### config.mk
export PLATFORM = sky130hd
export DESIGN_NAME = dnn_input_buffer
export DESIGN_NICKNAME = d
export VERILOG_FILES = /design/src/rtl/dnn_input_buffer_pkg.sv /design/src/rtl/dnn_input_buffer_ram.sv /design/src/rtl/dnn_input_buffer.sv
export SDC_FILE = /design/constraint.sdc
export NUM_CORES = 2
export LEC_CHECK = 0
export CAP_MARGIN = 25
export CORE_ASPECT_RATIO = 0.5
export CORE_MARGIN = 2
export CORE_UTILIZATION = 40
export CTS_BUF_LIST = sky130_fd_sc_hd__clkbuf_8
export DETAILED_ROUTE_END_ITERATION = 10
export PLACE_DENSITY = 0.54
export SYNTH_ARGS = -nofsm -noshare
export SYNTH_HDL_FRONTEND = slang
export SYNTH_SLANG_ARGS = --single-unit
export TNS_END_PERCENT = 5
### constraint.sdc
create_clock -name clk -period 3.2 [get_ports clk]
set_clock_uncertainty 0.05 [all_clocks]
set_input_delay 0.48 -clock clk [delete_from_list [all_inputs] [get_ports clk]]
set_output_delay 0.48 -clock clk [all_outputs]
set_load 0.005 [all_outputs]
### src/rtl/dnn_input_buffer_pkg.sv
// Shared DNN front-end constants: normalizer widths, input-buffer geometry and
// the write-side state encoding of the ping-pong window buffer.
package dnn_input_buffer_pkg;

   localparam int unsigned NORM_IBIT   = 16;
   localparam int unsigned NORM_FRAC   = 8;

   localparam int unsigned DNN_OBIT    = 13;
   localparam int unsigned DNN_INFRAME = 5;
   localparam int unsigned DNN_IDIM    = 26;
   localparam int unsigned DNN_DEPTH   = DNN_INFRAME * DNN_IDIM;
   localparam int unsigned DNN_AW      = 8;

   typedef enum logic [1:0] {
      W_IDLE = 2'd0,
      W_FILL = 2'd1,
      W_DROP = 2'd2
   } wr_state_t;

endpackage : dnn_input_buffer_pkg

### src/rtl/dnn_input_buffer_ram.sv
// Simple dual-port window storage: two banks of DEPTH words addressed as
// {bank, word}, one write port and a registered read port with a zeroing option.
module dp_ram_1r1w
   import dnn_input_buffer_pkg::*;
#(
   parameter int unsigned W     = DNN_OBIT,
   parameter int unsigned DEPTH = DNN_DEPTH,
   parameter int unsigned AW    = DNN_AW
) (
   input  logic          clk,
   input  logic          rst,
   input  logic          i_we,
   input  logic [AW:0]   i_waddr,
   input  logic [W-1:0]  i_wdata,
   input  logic          i_re,
   input  logic          i_rclr,
   input  logic [AW:0]   i_raddr,
   output logic [W-1:0]  o_rdata
);

   logic [W-1:0] r_mem [2][DEPTH];

   // Storage is never reset; only the read register is.
   always_ff @(posedge clk) begin
      if (i_we) begin
         r_mem[i_waddr[AW]][i_waddr[AW-1:0]] <= i_wdata;
      end
   end

   always_ff @(posedge clk) begin
      if (rst) begin
         o_rdata <= '0;
      end else if (i_re) begin
         o_rdata <= i_rclr ? '0 : r_mem[i_raddr[AW]][i_raddr[AW-1:0]];
      end
   end

endmodule : dp_ram_1r1w

### src/rtl/dnn_input_buffer.sv
// Ping-pong context-window buffer between the feature normalizer and the DNN:
// one bank fills from a DEPTH-word burst while the other is read by the consumer.
module dnn_input_buffer
   import dnn_input_buffer_pkg::*;
#(
   parameter int unsigned OBIT    = DNN_OBIT,
   parameter int unsigned INFRAME = DNN_INFRAME,
   parameter int unsigned IDIM    = DNN_IDIM,
   parameter int unsigned DEPTH   = INFRAME * IDIM,
   parameter int unsigned AW      = DNN_AW
) (
   input  logic                   clk,
   input  logic                   rst,
   input  logic                   dv_i,
   input  logic signed [OBIT-1:0] vec_i,
   input  logic [AW-1:0]          rd_addr,
   input  logic                   rd_en,
   output logic signed [OBIT-1:0] rd_data,
   output logic                   win_rdy,
   input  logic                   rd_done,
   output logic                   ovf,
   output logic                   short_err
);

   localparam logic [AW-1:0] LAST = AW'(DEPTH - 1);

   wr_state_t     r_state;
   logic [AW-1:0] r_wr_cnt;
   logic          r_wr_bank;
   logic          r_rd_bank;
   logic [1:0]    r_full;
   logic          r_win_rdy;
   logic          r_ovf;
   logic          r_short_err;

   logic          w_we;
   logic          w_rel;
   logic          w_rd_zero;
   logic [OBIT-1:0] w_rdata;

   // A bank is released only while the consumer actually sees a ready window.
   always_comb begin
      w_we      = dv_i && (r_state != W_DROP) && !r_full[r_wr_bank];
      w_rel     = rd_done && r_win_rdy && r_full[r_rd_bank];
      w_rd_zero = !r_win_rdy || (rd_addr > LAST);
   end

   always_ff @(posedge clk) begin
      if (rst) begin
         r_state     <= W_IDLE;
         r_wr_cnt    <= '0;
         r_wr_bank   <= 1'b0;
         r_rd_bank   <= 1'b0;
         r_full      <= 2'b00;
         r_win_rdy   <= 1'b0;
         r_ovf       <= 1'b0;
         r_short_err <= 1'b0;
      end else begin
         r_short_err <= 1'b0;
         r_win_rdy   <= r_full[r_rd_bank];

         // Fill and release never target the same bank on one edge.
         if (w_rel) begin
            r_full[r_rd_bank] <= 1'b0;
            r_rd_bank         <= ~r_rd_bank;
         end

         case (r_state)
            W_IDLE, W_FILL: begin
               if (dv_i) begin
                  if (r_full[r_wr_bank]) begin
                     r_ovf    <= 1'b1;
                     r_wr_cnt <= '0;
                     r_state  <= W_DROP;
                  end else if (r_wr_cnt == LAST) begin
                     r_full[r_wr_bank] <= 1'b1;
                     r_wr_bank         <= ~r_wr_bank;
                     r_wr_cnt          <= '0;
                     r_state           <= W_IDLE;
                  end else begin
                     r_wr_cnt <= r_wr_cnt + AW'(1);
                     r_state  <= W_FILL;
                  end
               end else if (r_state == W_FILL) begin
                  r_wr_cnt    <= '0;
                  r_short_err <= 1'b1;
                  r_state     <= W_IDLE;
               end
            end
            W_DROP: begin
               if (!dv_i) begin
                  r_state <= W_IDLE;
               end
            end
            default: r_state <= W_IDLE;
         endcase
      end
   end

   dp_ram_1r1w #(
      .W     (OBIT),
      .DEPTH (DEPTH),
      .AW    (AW)
   ) u_ram (
      .clk     (clk),
      .rst     (rst),
      .i_we    (w_we),
      .i_waddr ({r_wr_bank, r_wr_cnt}),
      .i_wdata (vec_i),
      .i_re    (rd_en),
      .i_rclr  (w_rd_zero),
      .i_raddr ({r_rd_bank, rd_addr}),
      .o_rdata (w_rdata)
   );

   assign rd_data   = w_rdata;
   assign win_rdy   = r_win_rdy;
   assign ovf       = r_ovf;
   assign short_err = r_short_err;

endmodule : dnn_input_buffer
# After elaboration in Yosys (flattened, before gate mapping)
# Memories as Yosys holds them, arrays and structs flattened. A register that Yosys moved wholly into a read port is not among the register bits.
# Index checks and enable logic that the tools add are counted.
dict set report word_totals {
  ff_bits 30
  ram_bits 3380
  inputBits 26
  out_inout_bits 16
  wordCells 87
  memories 1
}
# memory words word_bits rd rd_ports_with_merged_regs write_ports line
set mem_list {}
lappend mem_list {u_ram.r_mem 2 1690 1 1 1 dnn_input_buffer_ram.sv:21} ;# logic [W-1:0] r_mem [2][DEPTH];
dict set report classes {
  add_sub_neg 1
  magnitude_cmp 8
  eq_ne 6
  muxes 35
  n_bitwise 9
  n_reduce_logical 18
}
# cell count
set ops {}
lappend ops {{two-way mux 1690 bit} 1}
lappend ops {{binary-select mux 13 bit (select 8 bit)} 1}
lappend ops {{demux 13 bit (select 8 bit)} 1}
lappend ops {{two-way mux 13 bit} 4}
lappend ops {{two-way mux 8 bit} 4}
lappend ops {{two-way mux 2 bit} 10}
lappend ops {{greater-or-equal comparator 9 bit (second input constant)} 2}
lappend ops {{inverter 8 -> 9 bit} 2}
lappend ops {{two-way mux 1 bit} 11}
lappend ops {{< comparator 9 x 1 -> 1 bit (second input constant)} 1}
lappend ops {{adder 8 x 1 -> 8 bit (second input constant)} 1}
lappend ops {{== test 8 bit (second input constant)} 1}
lappend ops {{greater-than comparator 8 bit (second input constant)} 1}
lappend ops {{logical AND 1 bit} 7}
lappend ops {{< comparator 1 x 2 -> 1 bit (second input constant)} 2}
lappend ops {{inequality test 2 bit (second input constant)} 2}
lappend ops {{inverter 1 bit} 4}
lappend ops {{case mux 2 bit (2 select lines)} 1}
lappend ops {{AND reduction 2 bit} 2}
lappend ops {{AND reduction 4 bit} 1}
lappend ops {{inequality test 3 bit (second input constant)} 1}
lappend ops {{AND reduction 3 bit} 1}
lappend ops {{OR reduction 3 bit} 1}
lappend ops {{bitwise AND 2 bit} 1}
lappend ops {{11 further kinds} 14}

# Logic depth before layout (Yosys ltp)
dict set report logic_depth {
  ltp_word 13
  depth_mapped 13
  mapped_depth_nobuf 7
}

# Cells and area by module
# From an unflattened synthesis, not the netlist that was laid out.
dict set report hier_totals {
  hier_cells 6071
  area_unflattened_um2 131825.2
}
# mod instances cells_per_inst area_per_inst_um2 seq_area_each_um2
set by_module_without_submodules {}
lappend by_module_without_submodules {dp_ram_1r1w 1 5987 131064.5 101757.6}
lappend by_module_without_submodules {dnn_input_buffer 1 84 760.7 340.3}

# Least setup slack after synthesis
# Ideal clock, no wire load.
dict set report synth_path {
  path_kind {flip-flop to flip-flop}
  from {register r_wr_bank}
  to {memory u_ram.r_mem[0][0] in the netlist's numbering (enable)}
  setup_ps 400
  arrival_ps 2601
  required_ps 2750
  path_slack_ps 149
  path_stages_with_launch 7
  period_less_slack_ps 3051
  cell_sequence {dfxtp_1 mux2i_1 nand2_1 a21oi_1 clkbuf_1 nand3_1 nor3_1}
}
dict set report synth_via {
  elab_chain_cells 6
}
# item line
set synth_lines {}
lappend synth_lines {{from (decl)} dnn_input_buffer.sv:29} ;# logic r_wr_bank;
lappend synth_lines {{from (signal assigned)} dnn_input_buffer.sv:77} ;# r_wr_bank <= ~r_wr_bank;
lappend synth_lines {{two-way mux 1 bit (implied by the code) (2 in series)} dnn_input_buffer.sv:43} ;# w_we = dv_i && (r_state != W_DROP) && !r_full[r_wr_bank];
lappend synth_lines {{zero test 1 bit} dnn_input_buffer.sv:43}
lappend synth_lines {{logical AND 1 bit} dnn_input_buffer.sv:43}
lappend synth_lines {{two-way mux 1 bit} dnn_input_buffer_ram.sv:25} ;# if (i_we) begin
lappend synth_lines {{two-way mux 1690 bit (implied by the code)} dnn_input_buffer_ram.sv:26} ;# r_mem[i_waddr[AW]][i_waddr[AW-1:0]] <= i_wdata;
lappend synth_lines {{to (decl)} dnn_input_buffer_ram.sv:21}
# Parallel ways exist; a longest one is shown, timed or not. The select of a mux whose other input is x is not followed.

==> results.json <==
{
  "status": "finished, violations left",
  "violations": "negative setup slack",
  "nFillCells": 27000,
  "fp.dieH_um": 410,
  "ir_worst_vdd_mv": 0.352,
  "synth.avg_cell_area_um2": 22.1,
  "yosys_warnings": 0,
  "relSlewSlack_pct": 15.5,
  "drt_pre_antenna_iters": 6,
  "path_max_fanout": 7,
  "rr_worst_depth": 12,
  "cts_root_buf": "clkbuf_8",
  "routed_wirelength_mm": 369,
  "wl_per_cell_um": 31.5,
  "endpoint_kind": "flop",
  "ys_ff_latch": 3411,
  "reg2reg_slack_ns": -0.03,
  "ys_seq_area_share_pct": 77.5,
  "synth_area_leaders": "edfxtp_1, mux4_2, mux2i_1",
  "final-instance-count-excl-fill": 11700,
  "die_x_um": 816,
  "start_util_pct": 40.4,
  "syn_to_final_growth_pct": 16.4,
  "multiInputGateArea_um2": 28000,
  "grt-ovfl-total": 0,
  "grt_pass1_wl_mm": 515,
  "die_area_um2": 334000,
  "maxCapViolCount": 0,
  "syn-num-nets": 5986,
  "power_per_cell_area_nw_per_um2": 550,
  "synth_area_um2": 132000,
  "fin_hold_ws_ns": 0.234,
  "rsz0062_at_grt": "yes",
  "synth_edf_count": 3380,
  "synthCells": 5956,
  "cts_sinks": 3411,
  "insertion_delay_ns": 1.08,
  "worst_slack_ns": -0.0327,
  "vias": 67300,
  "dp_hpwl_mm": 228,
  "slew_viol_final": 0,
  "design_area_um2": 153000,
  "cts_tree": "built",
  "drive_gt1_share_pct": 31.8,
  "min_to": "u_ram.o_rdata[11]$_SDFFE_PP0P_",
  "rr_endpoint": "u_ram.o_rdata[3]$_SDFFE_PP0P_",
  "fin_nets": 7001,
  "grt_antenna_before_repair": 21,
  "post-place-cells": 10800,
  "drc": 0,
  "min_from": "rd_addr[4]",
  "hold_viol_final": 0,
  "finalSetupViolations": 4,
  "yosysTopAreaCell": "edfxtp_1",
  "place_area_um2": 143000,
  "clk_pin_slew_worst_paths_ns": 0.07,
  "final.period_utilization_pct": 101,
  "final_cell_mix": "edfxtp_1, mux4_2, buf_4",
  "grt_use_total_pct": 21.5,
  "gp_congestion": 0.881,
  "synth_cell_types": 68,
  "start_kind": "flop",
  "cts_made_buffers": 481,
  "rows": 148,
  "max_clock_freq_ghz": 0.309,
  "avgViaCountPerCell": 5.75,
  "final-seq-area_um2": 102000,
  "finalPower_uw": 84400,
  "final_common_cell": "edfxtp_1",
  "io_pins": 42,
  "grt_pass1_vias": 67500,
  "grt_max_degree": 142,
  "cts.htree.levels": 5,
  "cellLeakagePower_uw": 0.0480,
  "port_buffers": 41,
  "design.core.area_um2": 327000,
  "whs_path_depth": 4,
  "netlist.area_leader.share_pct": 77.0,
  "antenna_left": 0,
  "dr.first_iter.drc_count": 8225,
  "worst-slew-pin-transition_ns": 1.27,
  "synthFlopType": "edfxtp_1",
  "cts_buffer_depth": 4,
  "tns_ns": -0.0965,
  "critical_path_required_ns": 4.17,
  "ys_async_sr_fraction_pct": 0,
  "crit_type": "flop to flop",
  "period_needed_ns": 3.23,
  "hold_class": "input pin to flop",
  "arrival_ns": 4.20
}
-- per-layer routing --
layer / GRT usage, % / routed length (um)
met2: 33.3 / 169000
met1: 31.3 / 159000
met4: 5.59 / 9760
met3: 4.47 / 31400
met5: 0 / 27
-- through the flow --
stage	worst slack (ns)	util, %
finish	-0.0327	47.0
global route	-0.119	47.0
CTS	-0.0240	46.8
global placement	-0.769	43.7
detailed placement	-0.773	43.7
floorplan	0.149	-
-- sequential cells by signal, indices dropped and copies added, names as in the netlist, named ones only --
signal	count
ovf	1
r_full	2
r_rd_bank	1
r_state	2
r_wr_bank	1
r_wr_cnt	8
short_err	1
u_ram.o_rdata	13
u_ram.r_mem	3380
win_rdy	1
-- where the power goes --
group	internal (uW)	switching (uW)	total, uW	leakage [uW]
registers	49100	9.17	49100	0.0306
logic	1170	2440	3610	0.0124
clock network	15000	16700	31600	0.00497
-- cell type report --
cell class / count / area share (%)
clock buffers: 488 / 4.38
well taps: 4350 / 3.55
diodes: 7 / 0.0114
repair buffers: 882 / 5.99
multi-input cells: 2180 / 18.3
inverters: 15 / 0.0440
clock inverters: 371 / 1.22
flip-flops and latches: 3411 / 66.5
-- kinds of logic after synthesis --
kind of cell | after synthesis | synth area share (%)
AO/OA/AOI/OAI | 469 | 2.56
XOR/XNOR | 6 | 0.0399
adder cells (fa/ha/maj) | 4 | 0.0380
buffers and inverters | 365 | 1.71
flip-flops | 3411 | 77.5
multiplexers | 1144 | 16.4
AND/OR/NAND/NOR | 557 | 1.81
-- cell usage after synthesis (all sizes together), types with 31 or more instances --
cell / n
buf: 209
o221ai: 128
nand2: 112
clkbuf: 141
nand3: 36
dfxtp: 31
edfxtp: 3380
o21ai: 45
nor2: 294
mux4: 809
a21oi: 80
mux2i: 324
a22oi: 38
o22ai: 87
nor3: 43
-- worst max-delay path: stages (launching register included) --
cell	delay, ns
dfxtp_4	0.42
buf_12	0.19
buf_16	0.18
buf_16	0.18
buf_4	0.14
mux4_2	0.38
nor3_1	0.06
buf_4	0.14
or3_1	0.42
nand4_1	0.24
o2111ai_2	0.24
a32o_1	0.27
a221oi_2	0.20
-- worst max-delay path by stage --
stage / slack (ns) / from / to / depth (start not counted)
after floorplan: 0.15 / r_wr_bank$_SDFFE_PP0P_ / u_ram.r_mem[0][0]$_DFFE_PP_ / 6
after global placement: -0.77 / rd_addr[0] / u_ram.o_rdata[12]$_SDFFE_PP0P_ / 10
after detailed placement: -0.77 / rd_addr[0] / u_ram.o_rdata[11]$_SDFFE_PP0P_ / 10
after CTS: -0.02 / flop / u_ram.o_rdata[1]$_SDFFE_PP0P_ / 10
after global routing: -0.12 / flop / u_ram.o_rdata[9]$_SDFFE_PP0P_ / 13
final: -0.03 / flop / u_ram.o_rdata[3]$_SDFFE_PP0P_ / 12
-- timing repair --
action	4_1_cts	5_1_grt
pin swaps	7	3
endpoints found under the hold margin	1145	0
endpoints found under the setup margin	13	13
gates cloned	19	10
gates resized for setup	109	64
setup buffers	15	18
hold buffers	15	0
Power figures use the tool's default switching activity.
